==> src/rtl/ula_arbiter.sv <==
// Two-master round-robin front end for the shared combinational ULA.
// Grants in IDLE, evaluates latched operands in EXEC, then returns to IDLE via DONE.
module ula_arbiter (
  input  logic       clock,
  input  logic       reset,
  input  logic       req0,
  input  logic       req1,
  input  logic [3:0] opcode0,
  input  logic [3:0] opcode1,
  input  logic [3:0] op1_0,
  input  logic [3:0] op1_1,
  input  logic [2:0] op2_0,
  input  logic [2:0] op2_1,
  output logic       ack0,
  output logic       ack1,
  output logic       busy,
  output logic       done,
  output logic       resp_id,
  output logic [7:0] result,
  output logic       err,
  output logic [7:0] op_count
);

  localparam logic [3:0] ULA_ADD  = 4'd0;
  localparam logic [3:0] ULA_SUB  = 4'd1;
  localparam logic [3:0] ULA_MULT = 4'd2;
  localparam logic [3:0] ULA_DIV  = 4'd3;
  localparam logic [3:0] ULA_AND  = 4'd4;
  localparam logic [3:0] ULA_OR   = 4'd5;
  localparam logic [3:0] ULA_XOR  = 4'd6;
  localparam logic [3:0] ULA_NOT  = 4'd7;

  typedef enum logic [1:0] {IDLE, EXEC, DONE} state_t;

  state_t      state_q, state_d;
  logic        last_q, last_d;
  logic [3:0]  opc_q, opc_d;
  logic [3:0]  opa_q, opa_d;
  logic [2:0]  opb_q, opb_d;
  logic        ack0_q, ack0_d;
  logic        ack1_q, ack1_d;
  logic        done_q, done_d;
  logic        resp_id_q, resp_id_d;
  logic [7:0]  result_q, result_d;
  logic        err_q, err_d;
  logic [7:0]  op_count_q, op_count_d;

  logic [3:0]  opb_ext;
  logic [3:0]  ula_sum;
  logic [7:0]  ula_y;
  logic        ula_err;
  logic        grant1;

  // The ULA only ever sees the latched operands, never the live ports.
  always_comb begin
    opb_ext = {1'b0, opb_q};
    ula_sum = opa_q + opb_ext;
    ula_y   = 8'h00;
    case (opc_q)
      ULA_ADD:  ula_y = {4'h0, ula_sum};
      ULA_SUB:  ula_y = (opa_q >= opb_ext) ? {4'h0, opa_q - opb_ext} : {4'h0, opb_ext - opa_q};
      ULA_MULT: ula_y = {4'h0, opa_q} * {4'h0, opb_ext};
      ULA_DIV:  ula_y = (opb_q == 3'd0) ? 8'h00 : {4'h0, opa_q / opb_ext};
      ULA_AND:  ula_y = {4'h0, opa_q & opb_ext};
      ULA_OR:   ula_y = {4'h0, opa_q | opb_ext};
      ULA_XOR:  ula_y = {4'h0, opa_q ^ opb_ext};
      ULA_NOT:  ula_y = {4'h0, ~opa_q};
      default:  ula_y = 8'h00;
    endcase
    ula_err = ((opc_q == ULA_DIV) && (opb_q == 3'd0)) || opc_q[3];
  end

  always_comb begin
    state_d    = state_q;
    last_d     = last_q;
    opc_d      = opc_q;
    opa_d      = opa_q;
    opb_d      = opb_q;
    ack0_d     = 1'b0;
    ack1_d     = 1'b0;
    done_d     = 1'b0;
    resp_id_d  = resp_id_q;
    result_d   = result_q;
    err_d      = err_q;
    op_count_d = op_count_q;
    grant1     = req1 && (!req0 || !last_q);
    case (state_q)
      IDLE: begin
        if (req0 || req1) begin
          opc_d     = grant1 ? opcode1 : opcode0;
          opa_d     = grant1 ? op1_1   : op1_0;
          opb_d     = grant1 ? op2_1   : op2_0;
          ack0_d    = !grant1;
          ack1_d    = grant1;
          resp_id_d = grant1;
          last_d    = grant1;
          state_d   = EXEC;
        end
      end
      EXEC: begin
        result_d   = ula_err ? 8'h00 : ula_y;
        err_d      = ula_err;
        done_d     = 1'b1;
        op_count_d = op_count_q + 8'd1;
        state_d    = DONE;
      end
      DONE:    state_d = IDLE;
      default: state_d = IDLE;
    endcase
  end

  always_ff @(posedge clock or negedge reset) begin
    if (!reset) begin
      state_q    <= IDLE;
      last_q     <= 1'b1;
      opc_q      <= 4'h0;
      opa_q      <= 4'h0;
      opb_q      <= 3'h0;
      ack0_q     <= 1'b0;
      ack1_q     <= 1'b0;
      done_q     <= 1'b0;
      resp_id_q  <= 1'b0;
      result_q   <= 8'h00;
      err_q      <= 1'b0;
      op_count_q <= 8'h00;
    end else begin
      state_q    <= state_d;
      last_q     <= last_d;
      opc_q      <= opc_d;
      opa_q      <= opa_d;
      opb_q      <= opb_d;
      ack0_q     <= ack0_d;
      ack1_q     <= ack1_d;
      done_q     <= done_d;
      resp_id_q  <= resp_id_d;
      result_q   <= result_d;
      err_q      <= err_d;
      op_count_q <= op_count_d;
    end
  end

  assign ack0     = ack0_q;
  assign ack1     = ack1_q;
  assign busy     = (state_q == EXEC) || (state_q == DONE);
  assign done     = done_q;
  assign resp_id  = resp_id_q;
  assign result   = result_q;
  assign err      = err_q;
  assign op_count = op_count_q;

endmodule
==> config.mk <==
export PLATFORM = sky130hd
export DESIGN_NAME = ula_arbiter
export DESIGN_NICKNAME = d
export VERILOG_FILES = /design/src/rtl/ula_arbiter.sv
export SDC_FILE = /design/constraint.sdc
export NUM_CORES = 1
export LEC_CHECK = 0
export ABC_AREA = 1
export BUFFER_PORTS_ARGS = -buffer_cell sky130_fd_sc_hd__buf_2
export CELL_PAD_IN_SITES_DETAIL_PLACEMENT = 1
export CELL_PAD_IN_SITES_GLOBAL_PLACEMENT = 1
export CORE_ASPECT_RATIO = 0.6
export CORE_MARGIN = 3
export CORE_UTILIZATION = 44
export DETAILED_ROUTE_END_ITERATION = 7
export PLACE_DENSITY_LB_ADDON = 0.08
export RECOVER_POWER = 25
export SLEW_MARGIN = 20
export SYNTH_ARGS = -nofsm -noshare
export SYNTH_HDL_FRONTEND = slang
export SYNTH_SLANG_ARGS = --single-unit
==> constraint.sdc <==
create_clock -name clock -period 10 [get_ports clock]
set_input_delay 1 -clock clock [delete_from_list [all_inputs] [get_ports clock]]
set_output_delay 1 -clock clock [all_outputs]
set_load 0.05 [all_outputs]
==> After elaboration in Yosys (flattened, before gate mapping) <==
Index checks and enable logic that the tools add are counted.
{ "classes": {"bitwise_logic": 4, "n_reduce_logical": 13, "n_lt_le_gt_ge": 1, "muxes": 14, "addsub": 4, "eq_ne": 10, "n_mul": 1, "div_mod_pow": 1, "n_shift": 0} }
{ "op_table": {"columns": ["op", "n"], "rows": [
  ["$pmux 7 s8", 1],
  ["$eq 4x3->1 const B", 4],
  ["$mux 4", 4],
  ["$add 8x1->8 const B", 1],
  ["$eq 4x2->1 const B", 2],
  ["$mux 8", 1],
  ["$mul 4x3->7", 1],
  ["$mux 1", 5],
  ["$add 4x3->4", 1],
  ["$and 4x3->4", 1],
  ["$div 4x3->4", 1],
  ["$eq 4x1->1 const B", 1],
  ["$ge 4x3->1", 1],
  ["$logic_not 4->1", 1],
  ["$logic_or 1x1->1", 4],
  ["$not 4->4", 1],
  ["$or 4x3->4", 1],
  ["$pmux 2 s2", 1],
  ["$sub 3x4->4", 1],
  ["$sub 4x3->4", 1],
  ["$xor 4x3->4", 1],
  ["$logic_not 1->1", 3],
  ["$logic_not 3->1", 1],
  ["$mux 3", 1],
  ["7 further kinds", 8]
]} }
{ "word_totals": {"mem_bits_rw": 0, "memories": 0, "latch_bits": 0, "mem_bits_ro": 0, "word_cells": 60, "regBits": 35, "output_inout_bits": 22, "input_bits": 26} }

==> Longest topological paths before layout <==
Gate-level depths: netlist of run 1.
{ "depth": {"depth_word": 6, "ltp_mapped": 30, "mapped_depth_nobuf": 30} }

==> Least setup slack after synthesis of run 1 <==
OpenSTA, ideal clock, no wires.
{ "synth_path": {"path_kind": "reg-to-reg", "start": "reg opb_q[0]", "end": "reg result_q[0], in the netlist result[0]", "path_slack_ns": 6.542, "t_required_ns": 9.882, "t_arrival_ns": 3.340, "stages_incl_launch_ff": 29, "period_less_slack_ns": 3.458, "n_path_buf": 0, "setup_ns": 0.118, "cell_sequence": "dfrtp_1 inv_1 ha_1 nand2_1 nand2_1 inv_1 ha_1 nand2_1 nand2_1 nand2_1 nand2_1 o21ai_0 inv_1 ha_1 nand2_1 nand2_1 nand2_1 nand2_1 nor2_1 nand2_1 o21ai_0 ha_1 a21o_1 a21oi_1 nand2_1 nand2_1 nand2_1 nand2_1 nand2_1"} }
{ "synth_via": {"elab_chain_len": 4, "elab_cells_between_ends": 16, "cone_classes": "add/sub: 3; mul: 1; div: 1; order compare: 1; mux: 4; bitwise: 3; reduce/logical: 3"} }
{ "synth_rtl": {"columns": ["element", "line", "text"], "rows": [
  ["from (decl)", "39", "logic [2:0] opb_q, opb_d;"],
  ["from (signal assigned)", "131", "opb_q <= opb_d;"],
  ["$div 4x3->4 (tied with other cells)", "63", "ULA_DIV: ula_y = (opb_q == 3'd0) ? 8'h00 : {4'h0, opa_q / opb_ext};"],
  ["$mux 4 (tied with other cells)", "63", null],
  ["$pmux 7 s8 or $logic_or 1x1->1 (tied branches)", "59, 70", null],
  ["$mux 8 (*)", "101", "result_d = ula_err ? 8'h00 : ula_y;"],
  ["to (signal assigned)", "136", "result_q <= result_d;"],
  ["to (decl)", "44", "logic [7:0] result_q, result_d;"]
]} }
Mark *: on every way between the ends. The rest lies on a longest branch, timed or not.
A chain may end at the register's enable or synchronous reset.

==> Worst setup path in the final report of run 1 <==
Ends and elaborated chain as after synthesis.

==> results of run 1 <==
-- tightest hold or removal path, stage by stage, from the launching register on --
cell,delay [ps]
dfstp_2,380
nand2_1,60
nand2_1,40
-- per-stage QoR --
| stage | hold WS, ps | std cells | worst slack [ps] | utilization (%) | cell area, um^2 |
|---|---|---|---|---|---|
| 4_1_cts | 476.2 | 494 | 5950 | 54.72 | 3192 |
| 6_report | 473.0 | 494 | 5934 | 54.74 | 3193 |
| 2_1_floorplan | 442.8 | 368 | 6542 | - | 2776 |
| 5_1_grt | 502.4 | 494 | 5595 | 54.74 | 3193 |
| 3_5_place_dp | 459.2 | 486 | 5983 | 52.36 | 3054 |
| 3_3_place_gp | 453.6 | 486 | 6302 | 52.36 | 3054 |
-- metal layers --
layer	routed length [um]	vias to the layer above	part of all wire (%)
li1	-	1261	-
met1	4340	1210	51
met2	3540	96	41
met3	614	6	7.2
met4	82	0	0.96
met5	0	-	0
-- cell usage after synthesis (6+ instances only) --
library cell	number	area (um^2)
nand2_1	95	356.6
inv_1	51	191.4
dfrtp_1	33	825.8
ha_1	33	412.9
nor2_1	33	123.9
nand3_1	28	140.1
o21ai_0	18	90.09
o22ai_1	10	62.56
a21oi_1	9	45.04
nand4_1	8	50.05
xnor2_1	7	61.31
xor2_1	7	61.31
fa_1	6	120.1
-- flip-flops by register name (all words and copies together), names as in the netlist --
signal and count:
op_count 8, result 7, opa_q 4, opc_q 4, opb_q 3, state_q 2, ack0 1, ack1 1
done 1, err 1, last_q 1, resp_id 1
-- how the worst max path moves through the flow --
stage                                     from               endpoint  slack, ps  cells after the start
final                     opb_q[0]$_DFFE_PN0P_  result[0]$_DFFE_PN0P_       5930                     28
after global routing      opb_q[0]$_DFFE_PN0P_  result[0]$_DFFE_PN0P_       5600                     29
after detailed placement  opb_q[0]$_DFFE_PN0P_  result[0]$_DFFE_PN0P_       5980                     28
after CTS                 opb_q[0]$_DFFE_PN0P_  result[0]$_DFFE_PN0P_       5950                     28
after floorplan           opb_q[0]$_DFFE_PN0P_  result[0]$_DFFE_PN0P_       6540                     28
after global placement    opb_q[0]$_DFFE_PN0P_  result[0]$_DFFE_PN0P_       6300                     28
-- cell type report --
| class | instances | area (um^2) | share of cell area (%) |
|---|---|---|---|
| clock inverter | 3 | 68.82 | 2.155 |
| timing repair buffer | 46 | 229.0 | 7.171 |
| tap | 80 | 100.1 | 3.135 |
| sequential | 34 | 852.1 | 26.68 |
| inverter | 54 | 202.7 | 6.348 |
| clock buffer | 5 | 68.82 | 2.155 |
| multi-input combinational | 272 | 1672 | 52.35 |
-- logic make-up (layout without fill, tap and decap cells) --
kind of cell	after synthesis	count (layout)	synth area share [%]
simple gates	174	174	27.44
buf+inv	62	108	9.193
compound gates	44	44	8.923
fa+ha+maj	39	39	19.20
flops	34	34	30.69
xor+xnor	14	14	4.416
other cells	1	1	0.1351
==> metrics.cfg, run 1 <==
[global_route]
use_met3_pct = 5.731
grt_max_degree = 35
antenna_found_initial = 0
grtUsageMet1_pct = 38.85
use_met2_pct = 37.15
grt-ovfl-total = 0
grt_busiest_layer = met1
grt_pass1_wl_mm = 14.13
track_usage_pct = 25.69
grt_pass1_vias = 2655

[detailed_routing]
ant_nets = 0
drtIter0Drc = 188
dr_total_vias = 2573
drc = 0
first_pass_iters = 4
wire_per_inst_um = 17.36
wl_mm = 8.578
viasPerCell = 5.209

[sta]
period_minus_slack_ps = 4066
setup_viol = 0
skew_ps = 10.91
fmax_mhz = 245.9
maxSlewViolCount = 35
relSlewSlack_pct = -26.27
tns_ps = 0
hold_violations = 0
tightestPinTransition_ps = 1894
fin_crit_sh_pct = 40.66
rsz0062_at_grt = no

[clocking]
cts_sinks = 34
ctsResizeCount = 0
cts_root_buffer = clkbuf_8
cts_tree = built
path_clk_slew_ps = 80
hold_buffers = 0
cts_made_buffers = 5
clock_path_buffers = 2
cts_setup_buffers = 0
htree_levels = 2
clk_latency_ps = 300

[floorplanning]
dieWidth_um = 108.6
core_um2 = 5833
row_count = 21
io_pins = 48
floorplan.die_area_um2 = 7330
start_util_pct = 47.60
die_y_um = 67.53

[worst_setup_path]
r2r_slack_ps = 5930
rr_worst_depth = 28
crit_type = flip-flop to flip-flop
worst-path-max-fanout = 8
crit_slowest_cell = dfrtp_1
cp-end-kind = flip-flop
critical-path-top-delay-family = adder cells
arrival_ps = 4260
startpoint_type = flip-flop
timing.rr.end = result[0]$_DFFE_PN0P_
required_ps = 10200
path_buf_inv = 3
crit_path_frequent_cell = nand2_1
cpPeakStageDelay_ps = 520
r2r_start = opb_q[0]$_DFFE_PN0P_

[logic_synthesis]
synth.avg_cell_area_um2 = 7.545
dominantRegCellSynth = dfrtp_1
yosysSeqAreaShare_pct = 30.69
synth_async_sr_flop_share_pct = 100.0
ys_ff_latch = 34
netlist_area_um2 = 2776
synth_nets = 433
synth_cell_types = 31
synth_warnings = 0
synth_edf_count = 0
syn_inst = 368

[placement]
portBuffers = 46
dp_hpwl_mm = 6.680
gp_congestion = 0.9309

[hold_path]
worstHoldStart = last_q$_DFFE_PN1P_
whs_path_depth = 2
min_to = last_q$_DFFE_PN1P_
hp-class = flip-flop to flip-flop

[status]
status = finished with violations
violations = max-capacitance violations, max-slew violations

[final_layout]
drive_gt1_share_pct = 16.18
num-nets-final = 478
area_growth_pct = 15.01
most-common-layout-cells = 95 x nand2_1, 51 x inv_1, 45 x buf_2
diodes = 0
final_common_cell = nand2_1
fill_cells = 786

[run]
cap_violations = 1

Power of run 1 is left out: the tool's default activity adds up to more than one toggle a clock period on the data nets, which glitch-free logic cannot reach.
==> run 2: changes to the inputs <==
--- a/config.mk
+++ b/config.mk
@@ -11,7 +11,7 @@
 export CELL_PAD_IN_SITES_GLOBAL_PLACEMENT = 1
 export CORE_ASPECT_RATIO = 0.6
 export CORE_MARGIN = 3
-export CORE_UTILIZATION = 44
+export CORE_UTILIZATION = 37
 export DETAILED_ROUTE_END_ITERATION = 7
 export PLACE_DENSITY_LB_ADDON = 0.08
 export RECOVER_POWER = 25
==> constraint.sdc (replaced) <==
create_clock -name clock -period 3.7 [get_ports clock]
set_input_delay 0.37 -clock clock [delete_from_list [all_inputs] [get_ports clock]]
set_output_delay 0.37 -clock clock [all_outputs]
set_load 0.05 [all_outputs]
==> run 2 against run 1 <==
Highest routed layer unchanged. Routed wire length decreased by 4.4%. Largest cell class unchanged. Core utilization decreased by 6.8 points. Register-to-register slack got worse by 5600 ps. Flip-flop and latch count unchanged. Cell area increased by 4.7%. First-iteration DRC count decreased by 36%. Cell count increased by 6.3%. Count of clock-buffer cells in the layout increased by 1. Hold slack got worse by 120 ps. Via count increased by 0.39%. The run still ends with max-capacitance violations, max-slew violations left. Non-clock buffer count increased by 11.
==> metrics.cfg, run 2 (same netlist as run 1, synthesis figures left out) <==
[global_route]
grt_max_degree = 35  ; unchanged
track_usage_pct = 19.99  ; was 25.69%
antenna_found_initial = 0  ; unchanged
grt_pass1_wl_mm = 13.50  ; was 14.13 mm
grt-ovfl-total = 0  ; unchanged
grt_pass1_vias = 2644  ; was 2655

[detailed_routing]
ant_nets = 0  ; unchanged
viasPerCell = 4.920  ; was 5.209
drc = 0  ; unchanged
wl_mm = 8.201  ; was 8.578 mm
highest_layer = met4  ; unchanged
m1WireLength_mm = 4.336  ; was 4.340 mm
wl_met2_mm = 3.332  ; was 3.540 mm
route.met3.wl_um = 455  ; was 614 um
dr_total_vias = 2583  ; was 2573
first_pass_iters = 4  ; unchanged
wire_per_inst_um = 15.62  ; was 17.36 um
drtIter0Drc = 121  ; was 188

[worst_setup_path]
required_ps = 3870  ; was 10200 ps
crit_slowest_cell = dfrtp_1  ; unchanged
cpPeakStageDelay_ps = 340  ; was 520 ps
critical-path-top-delay-family = simple AND/OR/NAND/NOR gates  ; was adder cells
worst-path-max-fanout = 5  ; was 8
crit_path_frequent_cell = nand2_1  ; unchanged
cp-end-kind = flip-flop  ; unchanged
path_buf_inv = 3  ; unchanged
r2r_slack_ps = 310  ; was 5930 ps
arrival_ps = 3570  ; was 4260 ps
crit_type = flip-flop to flip-flop  ; unchanged
startpoint_type = flip-flop  ; unchanged

[floorplanning]
core_um2 = 6964  ; was 5833 um^2
floorplan.die_area_um2 = 8613  ; was 7330 um^2
start_util_pct = 39.87  ; was 47.60%
io_pins = 48  ; unchanged
dieWidth_um = 117.8  ; was 108.6 um
die_y_um = 73.10  ; was 67.53 um
row_count = 23  ; was 21

[clocking]
cts_tree = built  ; unchanged
path_clk_slew_ps = 50  ; was 80 ps
cts_made_buffers = 5  ; unchanged
cts_root_buffer = clkbuf_16  ; was clkbuf_8
hold_buffers = 0  ; unchanged
clock_path_buffers = 2  ; unchanged
cts_sinks = 34  ; unchanged
htree_levels = 2  ; unchanged
clk_latency_ps = 280  ; was 300 ps

[final_layout]
final_area_um2 = 3342  ; was 3193 um^2
diodes = 0  ; unchanged
num-nets-final = 489  ; was 478
final_common_cell = nand2_1  ; unchanged
largest_reg_flops = 8  ; unchanged
drive_gt1_share_pct = 19.06  ; was 16.18%
most-common-layout-cells = 94 x nand2_1, 51 x inv_1, 45 x buf_2  ; was 95 x nand2_1, 51 x inv_1, 45 x buf_2
final_cells = 525  ; was 494
area_growth_pct = 20.37  ; was 15.01%

[placement]
placedCellCount = 516  ; was 486
gp_congestion = 0.9075  ; was 0.9309
dpl-instance-area_um2 = 3154  ; was 3054 um^2
dp_hpwl_mm = 6.599  ; was 6.680 mm
portBuffers = 46  ; unchanged

[sta]
skew_ps = 4.367  ; was 10.91 ps
tns_ps = 0  ; unchanged
relSlewSlack_pct = -24.48  ; was -26.27%
hold_violations = 0  ; unchanged
maxSlewViolCount = 35  ; unchanged
whs_ps = 357.5  ; was 473.0 ps
fmax_mhz = 294.8  ; was 245.9 MHz
setup_viol = 0  ; unchanged
tightestPinTransition_ps = 1867  ; was 1894 ps
fin_crit_sh_pct = 91.68  ; was 40.66%
period_minus_slack_ps = 3392  ; was 4066 ps

[status]
status = finished with violations  ; unchanged
violations = max-capacitance violations, max-slew violations  ; unchanged

[hold_path]
hp-class = input pin to flip-flop  ; was flip-flop to flip-flop

[run]
cap_violations = 1  ; unchanged

[run 2: stage by stage]
step	setup WS (ps)	util [%]
2_1_floorplan	241.9	-
3_3_place_gp	288.0	45.29
6_report	307.7	47.99
4_1_cts	101.9	47.47
5_1_grt	-24.66	47.99
3_5_place_dp	108.0	45.29
[run 2: repair_timing]
action,in CTS,in global routing
resized for setup,0,6
setup buffers,0,1
setup endpoints to repair,0,1
[run 2: worst register-to-register path: cells and delay by family (launching register included)]
family	cells	cell delay [ps]
adders and majority gates	4	1010
DFF	1	340
and+or+nand+nor	18	1240
AOI/OAI and AO/OA	4	460
buffers and inverters	3	220
[run 2: layout make-up]
| type | instances | area [um^2] |
|---|---|---|
| clock inverter | 2 | 12.51 |
| sequential | 34 | 852.1 |
| timing repair buffer | 57 | 311.5 |
| multi-input combinational | 272 | 1699 |
| inverter | 54 | 202.7 |
| fill | 887 | 3622 |
| clock buffer | 6 | 138.9 |
| tap | 100 | 125.1 |
[run 2: path summary, 6_finish.rpt]
kind / start / end / cells past startpoint
setup reg to reg: opb_q[0]$_DFFE_PN0P_ / result[0]$_DFFE_PN0P_ / 29
setup / recovery: opb_q[0]$_DFFE_PN0P_ / result[0]$_DFFE_PN0P_ / 29
hold / removal: op2_0[0] / opb_q[0]$_DFFE_PN0P_ / 3
max in group asynchronous: reset / opa_q[2]$_DFFE_PN0P_ / 1
hold reg to reg: op_count[7]$_DFFE_PN0P_ / op_count[7]$_DFFE_PN0P_ / 1
min in group asynchronous: reset / op_count[7]$_DFFE_PN0P_ / 1
[run 2: per-layer routing]
| metal | GRT usage [%] | vias up |
|---|---|---|
| met5 | 0 | - |
| met1 | 30.41 | 1224 |
| met3 | 4.105 | 7 |
| met4 | 5.065 | 0 |
| met2 | 28.75 | 68 |
| li1 | - | 1284 |
Power of run 2 is left out for the same reason.
